<file path="config.mk">
export PLATFORM = sky130hd
export DESIGN_NAME = rr_grant_scheduler
export DESIGN_NICKNAME = d
export VERILOG_FILES = /design/src/rtl/rr_grant_scheduler.sv
export SDC_FILE = /design/constraint.sdc
export NUM_CORES = 1
export LEC_CHECK = 0
export ABC_CLOCK_PERIOD_IN_PS = 2100
export BUFFER_PORTS_ARGS = -buffer_cell sky130_fd_sc_hd__clkbuf_2
export CORE_AREA = 2 2 39 41
export DETAILED_ROUTE_END_ITERATION = 12
export DIE_AREA = 0 0 41 43
export GPL_TIMING_DRIVEN = 0
export PLACE_DENSITY = 0.71
export SLEW_MARGIN = 30
export SYNTH_ARGS = -nofsm -noshare
export SYNTH_HDL_FRONTEND = slang
export SYNTH_SLANG_ARGS = --single-unit
</file>
<file path="constraint.sdc">
create_clock -name clk -period 2.1 [get_ports clk]
set_input_delay 0.105 -clock clk [delete_from_list [all_inputs] [get_ports clk]]
set_output_delay 0.105 -clock clk [all_outputs]
set_load 0.01 [all_outputs]
</file>
<file path="src/rtl/rr_grant_scheduler.sv">
// Round-robin grant scheduler: one resource shared by NREQ level-sensitive requesters.
// Optional hold-time limit with revoke and re-request masking is enabled by defining RR_TIMEOUT_EN.
module rr_grant_scheduler #(
  parameter int NREQ     = 4,
  parameter int MAX_HOLD = 8,
  localparam int IW      = $clog2(NREQ)
) (
  input  logic            clk,
  input  logic            reset,
  input  logic            en,
  input  logic [NREQ-1:0] req,
  output logic [NREQ-1:0] grant,
  output logic [IW-1:0]   grant_idx,
  output logic            busy,
  output logic            timeout
);

  typedef enum logic {IDLE, BUSY} state_t;

  state_t          state;
  logic [NREQ-1:0] ptr;
  logic [NREQ-1:0] eligible;
  logic [IW:0]     pick;
  logic            pick_vld;
  logic [IW-1:0]   pick_idx;
  logic            held;
  logic [NREQ-1:0] ptr_next;

  // Returns {valid, index} of the first eligible bit at or above the pointer, wrapping to bit 0.
  function automatic logic [IW:0] pick_first(input logic [NREQ-1:0] p,
                                             input logic [NREQ-1:0] e);
    int          base;
    int          j;
    logic [IW:0] r;
    base = 0;
    r    = '0;
    for (int i = 0; i < NREQ; i++) begin
      if (p[i]) base = i;
    end
    for (int k = NREQ - 1; k >= 0; k--) begin
      j = base + k;
      if (j >= NREQ) j = j - NREQ;
      if (e[j]) r = {1'b1, IW'(j)};
    end
    return r;
  endfunction

`ifdef RR_TIMEOUT_EN
  localparam int CW = $clog2(MAX_HOLD + 1);

  logic [CW-1:0]   hold_cnt;
  logic [NREQ-1:0] mask;

  assign eligible = req & ~mask;
`else
  assign eligible = req;
  assign timeout  = 1'b0;
`endif

  assign pick     = pick_first(ptr, eligible);
  assign pick_vld = pick[IW];
  assign pick_idx = pick[IW-1:0];
  assign held     = |(req & grant);
  assign ptr_next = {grant[NREQ-2:0], grant[NREQ-1]};

  // NOTE: every register here is sequential state, so it is assigned only with
  // non-blocking (<=) and every one of them gets a value in the reset branch.
  always_ff @(posedge clk or negedge reset) begin
    if (!reset) begin
      state     <= IDLE;
      grant     <= '0;
      grant_idx <= '0;
      busy      <= 1'b0;
      ptr       <= NREQ'(1);
`ifdef RR_TIMEOUT_EN
      timeout   <= 1'b0;
      hold_cnt  <= '0;
      mask      <= '0;
`endif
    end else begin
`ifdef RR_TIMEOUT_EN
      timeout <= 1'b0;
      // A revoked requester is unmasked once its request has been seen low.
      mask    <= mask & req;
`endif
      case (state)
        IDLE: begin
          if (en && pick_vld) begin
            grant     <= NREQ'(1) << pick_idx;
            grant_idx <= pick_idx;
            busy      <= 1'b1;
            state     <= BUSY;
`ifdef RR_TIMEOUT_EN
            hold_cnt  <= '0;
`endif
          end
        end
        BUSY: begin
          if (!held) begin
            grant     <= '0;
            grant_idx <= '0;
            busy      <= 1'b0;
            ptr       <= ptr_next;
            state     <= IDLE;
          end
`ifdef RR_TIMEOUT_EN
          else if (hold_cnt == CW'(MAX_HOLD - 1)) begin
            grant     <= '0;
            grant_idx <= '0;
            busy      <= 1'b0;
            ptr       <= ptr_next;
            state     <= IDLE;
            timeout   <= 1'b1;
            mask      <= (mask & req) | grant;
          end else begin
            hold_cnt  <= hold_cnt + CW'(1);
          end
`endif
        end
        default: state <= IDLE;
      endcase
    end
  end

endmodule

</file>
## Yosys cells after proc, flatten, opt, wreduce, memory -nomap -nowiden

Index checks and enable logic that the tools add are counted.
Widths: inputs -> output; s select.

| storage, ports and cells | value |
|---|---|
| bits in registers | 12 |
| input bits | 7 |

| cells by class | value |
|---|---|
| add/sub/neg operators | 7 |
| $lt $le $gt $ge | 8 |
| equal/unequal tests | 2 |
| shift operators | 1 |
| mux-type cells | 35 |
| bitwise logic cells | 3 |
| reductions and logical operators | 4 |

Operator list:

| operator | count |
|---|---|
| $mux 32 | 5 |
| $ge 32x4->1 const B | 4 |
| $lt 32x4->1 const B | 4 |
| $sub 32x4->32 const B | 4 |
| $add 32x3->32 const B | 2 |
| $add 32x2->32 const B | 1 |
| $mux 1 | 13 |
| $mux 3 | 4 |
| $bmux 1 s2 | 4 |
| $mux 4 | 2 |
| $pmux 4 s2 | 1 |
| $mux 2 | 3 |
| $and 4x4->4 | 1 |
| $ne 2x2->1 const B | 2 |
| $pmux 1 s2 | 2 |
| $pmux 2 s2 | 1 |
| $reduce_and 2->1 | 2 |
| $reduce_or 4->1 | 1 |
| $shl 1x2->4 const A | 1 |
| $not 1->1 | 2 |
| $logic_and 1x1->1 | 1 |

## Longest topological paths before layout

| depth | value |
|---|---|
| word-level depth | 16 |
| gate-level depth with buffers | 5 |
| depth with buffers taken out | 5 |

## Worst setup path before layout

OpenSTA, ideal clock, no wires.

| timing | value |
|---|---|
| path type | register to register |
| start | reg ptr[1] |
| end | reg grant[2] |
| data arrival time | 1.491 ns |
| required time | 1.979 ns |
| slack | 0.488 ns |
| stages on the path, launching flop included | 6 |
| clock period less this slack | 1.612 ns |
| path through | dfrtp_1 > mux2_1 > a222oi_1 > o2bb2ai_1 > a22oi_2 > a22o_1 |

| between the ends | value |
|---|---|
| longest elaborated chain between the ends | 16 |
| elaborated cells between the ends (all ways) | 40 |

Ends and longest elaborated chain:

| what | RTL line | RTL |
|---|---|---|
| from (decl) | 21 | `logic [NREQ-1:0] ptr;` |
| from (signal assigned) | 103 | `ptr <= ptr_next;` |
| $mux 1 (*) | 38 | `if (p[i]) base = i;` |
| $mux 2 (*) | 38 |  |
| $mux 32 (*) | 38 |  |
| $add 32x3->32 | 41 | `j = base + k;` |
| $sub 32x4->32 / $ge 32x4->1 (equally long branches) | 42 | `if (j >= NREQ) j = j - NREQ;` |
| $mux 32 | 42 |  |
| $bmux 1 s2 | 43 | `if (e[j]) r = {1'b1, IW'(j)};` |
| $mux 1 (implied by the code) (2 in a row) | 43 |  |
| $mux 3 (3 in a row) | 43 |  |
| $mux 3 (*) | 43 |  |
| $shl 1x2->4 / $logic_and 1x1->1 (equally long branches) | 89, 88 |  |
| $mux 4 / $ne 2x2->1 (equally long branches) | n/a |  |
| $pmux 4 s2 / $reduce_and 2->1 (equally long branches) | n/a |  |
| to (signal assigned) | 89 | `grant <= NREQ'(1) << pick_idx;` |
| to (decl) | 12 | `output logic [NREQ-1:0] grant,` |

Mark *: on every way between the ends. The rest lies on a longest branch, timed or not. The select of a mux whose other input is x is not followed.
A chain may end at the register's enable or synchronous reset.

## Final worst setup path

| timing | value |
|---|---|
| start | reg grant[0] |
| end | reg grant[0] |

| between the ends | value |
|---|---|
| longest elaborated chain between the ends | 4 |

Ends and longest elaborated chain:

| what | RTL line | RTL |
|---|---|---|
| $and 4x4->4 | 63 | `assign held = \|(req & grant);` |
| $reduce_or 4->1 | 63 |  |
| $ne 2x2->1 (no line) | n/a |  |
| $reduce_and 2->1 (no line) | n/a |  |

No other way between the ends.

==> run summary <==
setup tns final -> 0 ps
Hold Vio Cnt, Final -> 0
DR vias -> 506
reg-to-reg slack, setup -> 270 ps
Inserted Diodes -> 0
flops & latches, synth -> 11
Required @ worst endpoint -> 2250 ps
share of layout cells above drive strength 1 -> 29.3%
R2R cell count -> 4
syn avg cell area -> 10.2 um2
total gr overflow -> 0
PortBufs -> 13
Unique masters post-synth -> 27
Tmin final -> 1830 ps
Routed WL -> 1210 um
cell row count -> 14
yosys warns -> 0
Hold Startpoint -> en
final core occ -> 50.9%
critical path arrival -> 1990 ps
routed vias/inst -> 5.56
cts bufs inserted -> 3
Initial DRC Count -> 15
Final Max Tran Viols -> 0
Area Growth Syn to Fin -> 20.8%
largest net degree at the start of global routing -> 12
first-pass GRT wire length -> 2040 um
die height -> 43 um
Routed WL per cell -> 13.2 um
Longest Clk Path Bufs -> 2
Reg clk slew, reported paths -> 70 ps
CTS tree -> built
peak supply drop -> 0.645 mV
Final Setup Violations -> 0
CP Launch Type -> flop
WHS -> 121 ps
CP endpoint kind -> flop
Root Driver -> clkbuf_4
# IOs -> 15
Initial Util -> 42.1%
total power -> 0.000942 W
GRT Total Usage -> 16.9%
die area -> 0.00176 mm2
worst setup path class -> reg2reg
antenna violations before repair -> 0
number of nets in the layout -> 83
post-DP HPWL -> 878 um
H-tree level count -> 1
Post-CTS Setup Inserts -> 0
Hold Path Sink -> state
f_max -> 546 MHz
vias in the first global route -> 476
Min-Delay Path Depth -> 3
Reg-to-Reg Start -> grant[0]
Leak Pwr -> 0.349 nW
Syn Std Cell Area -> 583 um2
length of the first detailed-routing pass in iterations -> 5
die extent in x -> 41 um
clock latency on the worst-skew pair -> 260 ps
DRC -> 0
CORE AREA -> 0.00138 mm2
worst hold path class -> in2reg
crit-path max cell delay -> 440 ps
Cells after Synth -> 57
Final Cycle Share -> 87.2%
Slowest-stage cell, CP -> a222oi_1
max-cap viol count -> 0
GP Congestion -> 0.798
Worst Clk Skew -> 0.618 ps
CP Max Fanout -> 6
worst r2r dst -> grant[0]
post-synthesis sequential area ratio -> 47.2%
antenna viol nets, final -> 0
RSZ-0062 raised after global routing -> false
TritonCTS Sinks -> 11
Syn Nets -> 64
CP Cell Sequence -> a222oi_1, nand3_1, and2_1, a22o_1
post-CTS sizing -> 0
status -> finished, final reports clean
power density over the cells -> 1340 mW/mm2
## flip-flops by register name, summed over array words and instances (netlist names)
signal     flops
busy           1
grant_idx      2
state          1
ptr            3
grant          4
## worst max-delay path, delay by kind of cell, from the launching register on
kind | cells | cell delay (ps)
AOI/OAI and AO/OA | 2 | 690
DFF | 1 | 420
and+or+nand+nor | 2 | 610
## where the power goes
part,internal [W],switching (W)
combinational,0.000196,0.000237
sequential,0.000294,0.0000705
clock,0.0000734,0.0000707
## worst max path at each step
stage	slack (ps)	endpoint	depth (start not counted)	from
2_1_floorplan	490	grant[2]	5	ptr[1]
3_3_place_gp	320	grant[0]	4	grant[0]
3_5_place_dp	290	grant[0]	4	grant[0]
4_1_cts	260	grant[0]	4	grant[0]
5_1_grt	140	grant[0]	4	grant[0]
6_report	270	grant[0]	4	grant[0]
## placed cells by master, fill, tap and decap left out, types with 2 or more instances in the layout
master and n:
mux2_2 3, inv_1 3, o21ai_0 3, a21oi_1 3, a21o_1 2, a222oi_1 3, nand3_1 2, nand2_1 5
dfrtp_1 11, clkbuf_2 13, nor2_1 4, clkbuf_4 3, a22o_1 2
## repair_timing
item / CTS / global route
hold buffers: 1 / 0
endpoints found under the hold margin: 11 / 0
endpoints found under the setup margin: 0 / 0
## synthesized netlist by cell type, drive strengths merged
| cell | n | area share [%] |
|---|---|---|
| a21o | 2 | 2.6 |
| a21oi | 3 | 2.6 |
| a222oi | 3 | 5.2 |
| a22o | 2 | 3.0 |
| a22oi | 1 | 2.1 |
| a31oi | 1 | 1.1 |
| and2 | 1 | 1.1 |
| and2b | 1 | 1.3 |
| buf | 1 | 1.3 |
| conb | 1 | 0.64 |
| dfrtp | 11 | 47 |
| inv | 3 | 1.9 |
| mux2 | 4 | 7.7 |
| mux2i | 1 | 1.7 |
| nand2 | 5 | 3.2 |
| nand2b | 1 | 1.1 |
| nand3 | 2 | 1.7 |
| nand3b | 1 | 1.3 |
| nor2 | 4 | 2.6 |
| nor2b | 1 | 1.1 |
| o21ai | 4 | 3.4 |
| o21bai | 1 | 1.3 |
| o2bb2ai | 1 | 1.5 |
| o31ai | 1 | 2.1 |
| or4 | 1 | 1.3 |
## through the flow
stage | instance area, um2 | setup WS [ps] | cells
3_3_place_gp | 668 | 316 | 86
2_1_floorplan | 583 | 488 | 57
5_1_grt | 704 | 138 | 91
4_1_cts | 704 | 258 | 91
3_5_place_dp | 668 | 294 | 86
6_report | 704 | 268 | 91
## cells by family after synthesis
kind of cell           after synthesis  synth area share (%)
AO/OA/AOI/OAI                       19                  24.9
AND/OR/NAND/NOR                     17                  14.6
flip-flops                          11                  47.2
multiplexers                         5                  9.44
buffers and inverters                4                  3.22
other                                1                 0.643
## layout make-up
type	instances	area [um2]
sequential	11	275
timing repair buffer	14	75.1
fill	130	679
clock buffer	4	26.3
buffer	1	7.51
tap	16	20.0
multi-input combinational	42	289
inverter	3	11.3
## per-layer routing
layer  up-vias  global-route usage, %  part of all wire, %
met3         0                   4.71                  5.8
met2        17                   24.7                   49
met5         -                      0                    0
met4         0                   4.00                    0
met1       238                   24.2                   45
li1        251                      -                    -
Note: power is estimated with default switching activity, not from simulation.
